## src/rtl/pipelined_barrel_shifter.sv

```systemverilog
// Pipelined barrel shifter: one shift level per stage, valid/ready on both sides, tag pass-through.
// Optional rotate-right support is enabled by defining PIPELINED_BARREL_SHIFTER_ROTATE_EN.
module pipelined_barrel_shifter #(
    parameter int unsigned N     = 32,
    parameter int unsigned TAG_W = 4
) (
    input  logic                 clk,
    input  logic                 rst_n,
    input  logic                 in_valid,
    output logic                 in_ready,
    input  logic [N-1:0]         in_data,
    input  logic [$clog2(N)-1:0] in_shamt,
    input  logic [1:0]           in_op,
    input  logic [TAG_W-1:0]     in_tag,
    output logic                 out_valid,
    input  logic                 out_ready,
    output logic [N-1:0]         out_data,
    output logic [TAG_W-1:0]     out_tag
);

    localparam int unsigned LEVELS = $clog2(N);

    localparam logic [1:0] OP_SLL = 2'b00;
    localparam logic [1:0] OP_SRA = 2'b10;
`ifdef PIPELINED_BARREL_SHIFTER_ROTATE_EN
    localparam logic [1:0] OP_ROR = 2'b11;
`endif

    // Stage registers
    logic [LEVELS-1:0] valid_q, valid_d;
    logic [N-1:0]      data_q  [LEVELS];
    logic [N-1:0]      data_d  [LEVELS];
    logic [LEVELS-1:0] shamt_q [LEVELS];
    logic [LEVELS-1:0] shamt_d [LEVELS];
    logic [1:0]        op_q    [LEVELS];
    logic [1:0]        op_d    [LEVELS];
    logic              sign_q  [LEVELS];
    logic              sign_d  [LEVELS];
    logic [TAG_W-1:0]  tag_q   [LEVELS];
    logic [TAG_W-1:0]  tag_d   [LEVELS];

    // Values presented to each stage by its upstream neighbour
    logic [LEVELS-1:0] up_valid;
    logic [N-1:0]      up_data  [LEVELS];
    logic [LEVELS-1:0] up_shamt [LEVELS];
    logic [1:0]        up_op    [LEVELS];
    logic              up_sign  [LEVELS];
    logic [TAG_W-1:0]  up_tag   [LEVELS];

    logic [LEVELS:0]   stage_ready;

    // One level of the shifter: shift by 2^k with the fill rule of the selected mode.
    function automatic logic [N-1:0] shift_level(
        input logic [N-1:0] d,
        input logic [1:0]   op,
        input logic         sign,
        input int           k
    );
        int unsigned  s;
        logic [N-1:0] fill;
        logic [N-1:0] r;
        s    = 32'd1 << k;
        fill = ~({N{1'b1}} >> s);
        case (op)
            OP_SLL:  r = d << s;
            OP_SRA:  r = (d >> s) | (sign ? fill : '0);
`ifdef PIPELINED_BARREL_SHIFTER_ROTATE_EN
            OP_ROR:  r = (d >> s) | (d << (N - s));
`endif
            default: r = d >> s;
        endcase
        return r;
    endfunction

    // Ready chain runs combinationally from the output back to the input.
    always_comb begin
        stage_ready[LEVELS] = out_ready;
        for (int k = int'(LEVELS) - 1; k >= 0; k--) begin
            stage_ready[k] = !valid_q[k] || stage_ready[k + 1];
        end
    end

    always_comb begin
        up_valid[0] = in_valid;
        up_data[0]  = in_data;
        up_shamt[0] = in_shamt;
        up_op[0]    = in_op;
        up_sign[0]  = in_data[N-1];
        up_tag[0]   = in_tag;
        for (int k = 1; k < int'(LEVELS); k++) begin
            up_valid[k] = valid_q[k - 1];
            up_data[k]  = data_q[k - 1];
            up_shamt[k] = shamt_q[k - 1];
            up_op[k]    = op_q[k - 1];
            up_sign[k]  = sign_q[k - 1];
            up_tag[k]   = tag_q[k - 1];
        end
    end

    // Stalled stages hold; payload only moves alongside a valid request.
    always_comb begin
        valid_d = valid_q;
        data_d  = data_q;
        shamt_d = shamt_q;
        op_d    = op_q;
        sign_d  = sign_q;
        tag_d   = tag_q;
        for (int k = 0; k < int'(LEVELS); k++) begin
            if (stage_ready[k]) begin
                valid_d[k] = up_valid[k];
                if (up_valid[k]) begin
                    data_d[k]  = up_shamt[k][k]
                               ? shift_level(up_data[k], up_op[k], up_sign[k], k)
                               : up_data[k];
                    shamt_d[k] = up_shamt[k];
                    op_d[k]    = up_op[k];
                    sign_d[k]  = up_sign[k];
                    tag_d[k]   = up_tag[k];
                end
            end
        end
    end

    always_ff @(posedge clk or negedge rst_n) begin
        if (!rst_n) begin
            valid_q <= '0;
            for (int k = 0; k < int'(LEVELS); k++) begin
                data_q[k]  <= '0;
                shamt_q[k] <= '0;
                op_q[k]    <= '0;
                sign_q[k]  <= 1'b0;
                tag_q[k]   <= '0;
            end
        end else begin
            valid_q <= valid_d;
            data_q  <= data_d;
            shamt_q <= shamt_d;
            op_q    <= op_d;
            sign_q  <= sign_d;
            tag_q   <= tag_d;
        end
    end

    assign in_ready  = stage_ready[0];
    assign out_valid = valid_q[LEVELS-1];
    assign out_data  = data_q[LEVELS-1];
    assign out_tag   = tag_q[LEVELS-1];

endmodule

```

## config.mk

```make
export PLATFORM = sky130hd
export DESIGN_NAME = pipelined_barrel_shifter
export DESIGN_NICKNAME = d
export VERILOG_FILES = /design/src/rtl/pipelined_barrel_shifter.sv
export SDC_FILE = /design/constraint.sdc
export NUM_CORES = 1
export LEC_CHECK = 0
export CORE_UTILIZATION = 54
export DETAILED_ROUTE_END_ITERATION = 12
export HOLD_SLACK_MARGIN = 0.03
export MAX_ROUTING_LAYER = met4
export PLACE_DENSITY = 0.77
export SYNTH_ARGS = -nofsm -noshare
export SYNTH_HDL_FRONTEND = slang
export SYNTH_SLANG_ARGS = --single-unit
```

## constraint.sdc

```tcl
create_clock -name clk -period 1.52 [get_ports clk]
set_input_delay 0.304 -clock clk [delete_from_list [all_inputs] [get_ports clk]]
set_output_delay 0.304 -clock clk [all_outputs]
set_load 0.02 [all_outputs]
```

; ---- Yosys cells after proc, flatten, opt, wreduce, memory -nomap -nowiden
; Cells that the tools add are included.
[op_classes]
n_eq_ne = 5
n_reduce_logical = 20
bitwise = 5
mux = 15
[op_table]
columns = cell, n
row1 = $mux W32, 10
row2 = $pmux W32 S2, 5
row3 = $or A16 B32 Y32, 1
row4 = $or A24 B32 Y32, 1
row5 = $or A28 B32 Y32, 1
row6 = $or A30 B32 Y32, 1
row7 = $or A31 B32 Y32, 1
row8 = $eq A2 B2 Y1 const B, 5
row9 = $logic_not A2 Y1, 5
row10 = $reduce_and A2 Y1, 5
row11 = $logic_not A1 Y1, 5
row12 = $logic_or A1 B1 Y1, 5
[word_totals]
regBits = 217
in_bits = 47
out_inout_bits = 38

; ---- Longest topological paths before layout
; Gate-level depths: netlist (run 1).
[logic_depth]
ltp_word = 7
ltp_mapped = 6
ltp_nobuf = 3

; ---- Worst setup path before layout (run 1)
; No wires, ideal clock.
[synth_timing]
kind = register to register
from = reg valid_q[4]
to = reg data_q[154] in the netlist's numbering
n_path_buf = 1
path_slack_ps = -70
path_stages_with_launch = 5
synth_period_minus_slack_ps = 1590
setup_time_ps = 125
t_arrival_ps = 1465
cell_sequence = dfrtp_1 > nand4b_4 > o21ai_4 > buf_6 > mux2_2
[synth_via]
elab_chain_len = 7
[synth_rtl]
columns = item, line_no
row1 = "start, declared", 30  ; logic [LEVELS-1:0] valid_q, valid_d;
row2 = "start signal, assigned", 135  ; valid_q <= valid_d;
row3 = $logic_not A1 Y1, 79  ; stage_ready[k] = !valid_q[k] || stage_ready[k + 1];
row4 = $logic_or A1 B1 Y1 (5 in series), 79
row5 = $reduce_and A2 Y1 (no source line), -
row6 = "end signal, assigned", 136  ; data_q <= data_d;
row7 = "end, declared", 31  ; logic [N-1:0] data_q [LEVELS];
; Every way passes these cells.
; A chain may end at the register's enable or synchronous reset.

; ---- Worst setup path in the final report (run 1)
[layout_timing]
from = reg valid_q[4]
to = out in_ready
[layout_via]
elab_chain_len = 6
[layout_rtl]
columns = item, line_no
row1 = $logic_not A1 Y1, 79
row2 = $logic_or A1 B1 Y1 (5 in series), 79
row3 = "end, declared", 10  ; output logic in_ready,
; Every way passes these cells.

==> reports/results.tsv, run 1 <==
metric	value	unit
outcome	finished, violations left	
failing checks	setup timing	
Cell Chain, Critical Path	nand4b_4, nor2_4, inv_2, buf_6	
Synth Net Count	1194	
Nets	1286	
share of cells above drive strength 1	35.5	%
ratio of final minimum period to clock period	113	%
routed len/inst	20.3	um
peak supply drop	0.897	mV
fmax	0.580	GHz
Hold Crit Class	in -> async	
CP max FO	2	
initial antenna violation count	1	
clock share of power	20.1	%
CTS Sinks	207	
dpl hpwl	18700	um
CP Launch Type	register	
Fillers	1445	
Root Buffer	clkbuf_16	
largest net degree at the start of global routing	64	
Switching Power	10.0	mW
total CTS buffers	23	
Critical Path RT	1.22	ns
worst path bufs/invs	2	
RSZ-0062 raised after global routing	yes	
1st-iter DRT viols	716	
Slowest-stage cell, CP	dfrtp_2	
Post-Syn Area	11700	sq um
Worst-Skew Late Latency	0.51	ns
final setup vio count	133	
first-pass GRT wire length	45900	um
setup TNS	-18.20	ns
Die ar.	22300	sq um
Post-Route WL	31100	um
Via-to-Cell Ratio	6.22	
Final WS setup	-0.204	ns
vias in the first global route	8876	
power after layout	27.3	mW
total gr overflow	0	
Die Ht	149	um
crit path kind	reg -> out	
P per Cell Area	1830	nW/um^2
Crit path max-delay family	flip-flops	
pre-CTS setup slack	-0.627	ns
Post-Layout Cell Count	1530	
Final min period	1.72	ns
TritonRoute pass-1 iters	5	
post-route ant nets	0	
H-tree depth	1	
Critical Path AT	1.42	ns
leakage power	6.33	nW
CP peak stage delay	0.39	ns
DRC	0	
Worst Skew	0.00943	ns
post-synthesis sequential area ratio	44.3	%
I/O Buffers	84	
Mean Syn Cell Area	10.2	sq um
CORE AREA	21200	sq um
GPL Wtd Cong	0.924	
placed cells	1458	
share of power burned in registers	36.1	%
synth unique cells	41	
Slew HR	67.9	%
internal power	17.3	mW
yosys warns	0	
Max-cap violations	0	
Final Hold Viols	0	
Die X	149	um
Worst Hold Slack	0.344	ns
worst slew pin tran	0.482	ns
# IOs	85	
Initial Util	55.3	%
register area	5180	sq um
row cnt	53	
number of synthesized register bits	207	
Area Overhead vs Synth	27.5	%
combinational power share	43.8	%
multi-input logic area	6120	sq um
Reg clk slew, reported paths	0.06	ns
Switching Share	36.8	%
Clock Tree Buf Depth	3	
TritonCTS clock tree	built	
Worst Setup End Kind	primary output	
Post-Synthesis Cells	1147	
final slew viol count	0	
vias	9509	
Global Route Usage Sum	26.6	%
[sequential cells by signal, indices dropped and copies added (netlist names)]
name / count
data_q: 128
out_data: 32
tag_q: 16
shamt_q: 10
op_q: 8
valid_q: 5
out_tag: 4
sign_q: 4
[synth_stat cells, drive strengths merged]
library cell	number	share of area [%]
a211oi	24	1.5
a21oi	54	2.3
a2bb2oi	22	1.6
a311oi	1	0.075
a31oi	102	5.5
and2	3	0.18
and3b	3	0.22
buf	75	4.5
clkbuf	79	2.5
clkinv	1	0.032
dfrtp	207	44
inv	11	0.35
mux2	144	15
mux2i	9	0.77
nand2	31	0.99
nand2b	5	0.27
nand3	2	0.086
nand3b	1	0.064
nand4b	1	0.20
nor2	101	3.3
nor2b	5	0.27
o211ai	26	1.7
o21a	1	0.064
o21ai	102	4.5
o21bai	1	0.064
o221ai	2	0.15
o22ai	8	0.43
o2bb2ai	26	1.9
o311a	2	0.17
or2	2	0.11
or3b	96	7.2
[cell usage in the layout, fill, tap and decap left out, types with 28 or more instances in the layout]
cell type        synthesis  routed
or3b_2                  83      83
mux2_4                  25     117
a21oi_1                 54      46
clkdlybuf4s15_1          0      28
dfrtp_1                207     205
clkbuf_16                0      29
nand2_1                 31      28
clkdlybuf4s50_1          0      44
o21ai_0                100      98
a31oi_1                102     102
nor2_1                 100      98
buf_4                   43      82
buf_12                   0      30
[per-layer routing]
metal / global-route usage, % / up-vias / share of wire (%)
met5: - / - / 0
met4: 10.4 / 0 / 4.2
met3: 3.73 / 97 / 5.2
met2: 45.0 / 367 / 51
met1: 32.0 / 4657 / 40
li1: - / 4388 / -
[per-stage QoR]
step	area, sq um	utilization [%]
CTS	14300	67.6
finish	14900	70.6
global placement	13200	62.2
global route	14900	70.6
floorplan	11700	-
detailed placement	13200	62.2
[power by group through the flow]
stage	registers (mW)	logic [mW]	clock network, mW
2_1_floorplan	8.90	8.00	0
3_3_place_gp	9.61	10.2	0
3_5_place_dp	9.72	10.6	0
4_1_cts	9.67	10.9	5.51
5_1_grt	10.1	12.8	5.77
6_report	9.85	11.9	5.50
[logic make-up after synthesis]
group	Yosys count	share of synthesized area [%]
buffers and inverters	166	7.46
muxes	153	15.4
and+or+nand+nor	250	12.8
DFF	207	44.3
AOI/OAI and AO/OA	371	20.0
[worst paths after layout]
check	endpoint	start	cells after the start	slack, ns
setup / recovery	in_ready	valid_q[4]$_DFFE_PN0P_	4	-0.20
hold / removal	out_data[15]$_DFFE_PN0P_	rst_n	2	0.34
setup reg to reg	data_q[153]$_DFFE_PN0P_	valid_q[4]$_DFFE_PN0P_	6	-0.20
hold reg to reg	out_data[20]$_DFFE_PN0P_	out_data[20]$_DFFE_PN0P_	1	0.50
max in group asynchronous	op_q[5]$_DFFE_PN0P_	rst_n	3	0.62
min in group clk	shamt_q[22]$_DFFE_PN0P_	in_shamt[2]	2	0.42
[area by class of cell]
| class | instances | area share (%) |
|---|---|---|
| diodes | 1 | 0.0168 |
| clock buffers | 32 | 4.55 |
| clock inverters | 8 | 0.453 |
| inverters | 12 | 0.302 |
| multi-input cells | 774 | 41.0 |
| flip-flops and latches | 207 | 34.7 |
| well taps | 275 | 2.31 |
| repair buffers | 221 | 16.6 |
[repair_timing]
| action | CTS | global route |
|---|---|---|
| hold buffers | 1 | 0 |
| setup endpoints to repair | 209 | 204 |
| gates cloned | 7 | 7 |
| hold endpoints to repair | 44 | 0 |
| buffers inserted | 10 | 11 |
| pin swaps | 3 | 2 |
| resized for setup | 103 | 148 |
Note: power is estimated with default switching activity, not from simulation.
==> run 2: changes to the inputs <==
--- a/config.mk
+++ b/config.mk
@@ -5,6 +5,7 @@
 export SDC_FILE = /design/constraint.sdc
 export NUM_CORES = 1
 export LEC_CHECK = 0
+export CORE_MARGIN = 3
 export CORE_UTILIZATION = 54
 export DETAILED_ROUTE_END_ITERATION = 12
 export HOLD_SLACK_MARGIN = 0.03
==> run 2 against run 1 <==
The flow still finishes with violations (setup timing); global-route usage is 3.0 points lower; wire length is 4.5% lower; via count is 1.2% lower; worst setup slack worse by 0.088 ns; non-clock buffer count stayed put; clock skew is 0.0045 ns higher; die area is 5.4% higher; core utilization is 0.71 points lower; combinational power hardly changed; fmax is 4.9% lower; cell count is 0.20% lower; count of clock-buffer cells in the layout is 4 higher; critical path type is now reg -> reg; largest power group unchanged.
==> reports/results.tsv, run 2 (synthesis gave the netlist of run 1 again) <==
metric	value	unit	change
vias	9391		-1.2%
TritonRoute pass-1 iters	5		unchanged
Max-cap violations	0		unchanged
RSZ-0062 raised after global routing	yes		
1st-iter DRT viols	614		-14%
worst slew pin tran	0.526	ns	+0.0446 ns
Die X	153	um	+2.7%
vias in the first global route	8614		-3.0%
Post-Route WL	29700	um	-4.5%
dpl hpwl	18800	um	+0.35%
fin util	69.8	%	-0.71 points
endpoint of the worst register-to-register path	shamt_q[21]$_DFFE_PN0P_		
H-tree depth	1		unchanged
Area Overhead vs Synth	26.3	%	
leading cell type in the layout, fill and taps excluded	dfrtp_1		
P per Cell Area	1800	nW/um^2	-1.6%
largest net degree at the start of global routing	62		-3.1%
total CTS buffers	23		unchanged
met2 Use GR	38.4	%	-6.6 points
share of cells above drive strength 1	34.3	%	-1.1 points
Reg clk slew, reported paths	0.06	ns	about the same
CP Launch Type	register		
Nets	1286		unchanged
DRC	0		unchanged
Post-Layout Cell Count	1527		-0.20%
met1 usage in global routing	31.4	%	-0.68 points
final slew viol count	0		unchanged
Worst-Skew Late Latency	0.50	ns	about the same
post-route ant nets	0		unchanged
leakage power	6.21	nW	-1.9%
crit path kind	reg -> reg		
Ant. Diodes	0		-1
Fillers	1510		+4.5%
CTS Sinks	207		unchanged
total gr overflow	0		unchanged
number of flip-flops in the largest register	128		unchanged
Critical Path RT	1.89	ns	+0.67 ns
placed cells	1461		+0.21%
Clock Tree Buf Depth	3		unchanged
initial antenna violation count	0		-1
Cell Chain, Critical Path	nand4b_4, buf_12, o21ai_4, bufbuf_16, mux2_2		
Die Ht	153	um	+2.7%
Root Buffer	clkbuf_16		
Final min period	1.81	ns	+0.0880 ns
Worst Setup End Kind	register		
Hold Crit Class	in -> async		
Die ar.	23500	sq um	+5.4%
grt peak-use layer	met2		
Critical Path AT	2.18	ns	+0.76 ns
CP peak stage delay	0.41	ns	+0.02 ns
# IOs	85		unchanged
met3 Usage GRT	2.86	%	-0.87 points
TritonCTS clock tree	built		
Worst Skew	0.0139	ns	+0.00449 ns
Top reg by flops	data_q		
row cnt	53		unchanged
Via-to-Cell Ratio	6.15		-1.0%
R2R setup slack	-0.29	ns	-0.09 ns
CP max FO	9		+7
peak supply drop	0.929	mV	+3.5%
Slowest-stage cell, CP	dfrtp_1		
ratio of final minimum period to clock period	119	%	+5.8 points
Slew HR	64.7	%	-3.2 points
outcome	finished, violations left		
Global Route Usage Sum	23.5	%	-3.0 points
Final Hold Viols	0		unchanged
worst-case reg-to-reg path depth	5		-1
routed len/inst	19.4	um	-4.3%
commonest cells after routing, fill and taps aside	dfrtp_1 (205), mux2_4 (101), o21ai_0 (99), nor2_1 (98), a31oi_1 (96)		
failing checks	setup timing		
Initial Util	55.3	%	unchanged
I/O Buffers	84		unchanged
GPL Wtd Cong	0.900		-2.5%
fmax	0.552	GHz	-4.9%
reg2reg start	valid_q[2]$_DFFE_PN0P_		
CORE AREA	21200	sq um	unchanged
Final WS setup	-0.292	ns	-0.0880 ns
final setup vio count	160		+20%
first-pass GRT wire length	45200	um	-1.5%
## run 2: layout make-up
cell class                      count  area, sq um  share of cell area (%)
Clock buffer                       36          664                    4.50
Tap cell                          275          344                    2.33
Sequential cell                   207         5180                    35.1
Multi-Input combinational cell    774         6060                    41.0
Timing Repair Buffer              221         2470                    16.7
Clock inverter                      2         10.0                  0.0677
Inverter                           12         45.0                   0.305
## run 2: metal layers
metal	vias up	share of wire, %
li1	4391	-
met1	4656	43
met2	286	50
met3	58	4.4
met4	0	2.9
met5	-	0
## run 2: how the worst max path moves through the flow
| stage | from | end | slack (ns) | cells past startpoint |
|---|---|---|---|---|
| after global placement | out_ready | data_q[134]$_DFFE_PN0P_ | -0.63 | 6 |
| after detailed placement | out_ready | data_q[157]$_DFFE_PN0P_ | -0.64 | 6 |
| after CTS | valid_q[2]$_DFFE_PN0P_ | in_ready | -0.22 | 4 |
| after floorplan | valid_q[4]$_DFFE_PN0P_ | data_q[154]$_DFFE_PN0P_ | 0.02 | 4 |
| final | valid_q[2]$_DFFE_PN0P_ | shamt_q[21]$_DFFE_PN0P_ | -0.29 | 5 |
| after global routing | valid_q[3]$_DFFE_PN0P_ | shamt_q[21]$_DFFE_PN0P_ | -0.29 | 5 |
## run 2: worst max-delay path, delay by kind of cell (launching register included)
kind | cells | cell delay [ns]
compound gates | 1 | 0.20
flops | 1 | 0.41
simple gates | 1 | 0.20
buf+inv | 2 | 0.53
mux | 1 | 0.34
## run 2: stage by stage
stage                     area (sq um)  power (mW)  worst slack (ns)  hold slack (ns)  TNS, ns
after global routing             14800        28.0            -0.294            0.296   -32.79
after floorplan                  11700        16.9            0.0194          0.00841        0
after detailed placement         13200        20.3            -0.637            0.213   -83.95
after global placement           13200        19.8            -0.631            0.214   -84.58
after CTS                        14100        25.5            -0.221            0.259   -16.66
final                            14800        26.6            -0.292            0.260   -28.84
## run 2: timing repair
| action | in CTS | in global routing |
|---|---|---|
| endpoints found under the setup margin | 187 | 200 |
| hold endpoints to repair | 128 | 0 |
| gates cloned | 6 | 8 |
| pin swaps | 4 | 2 |
| gates resized for setup | 79 | 141 |
| hold buffers | 1 | 0 |
| setup buffers | 8 | 8 |
## run 2: power breakdown
group          total [mW]  switching [mW]  leakage (nW)  internal [mW]
Clock                5.07            2.10         0.331           2.97
Combinational        11.7            5.55          3.49           6.15
Sequential           9.80            2.10          2.38           7.70
Total                26.6            9.76          6.21           16.8
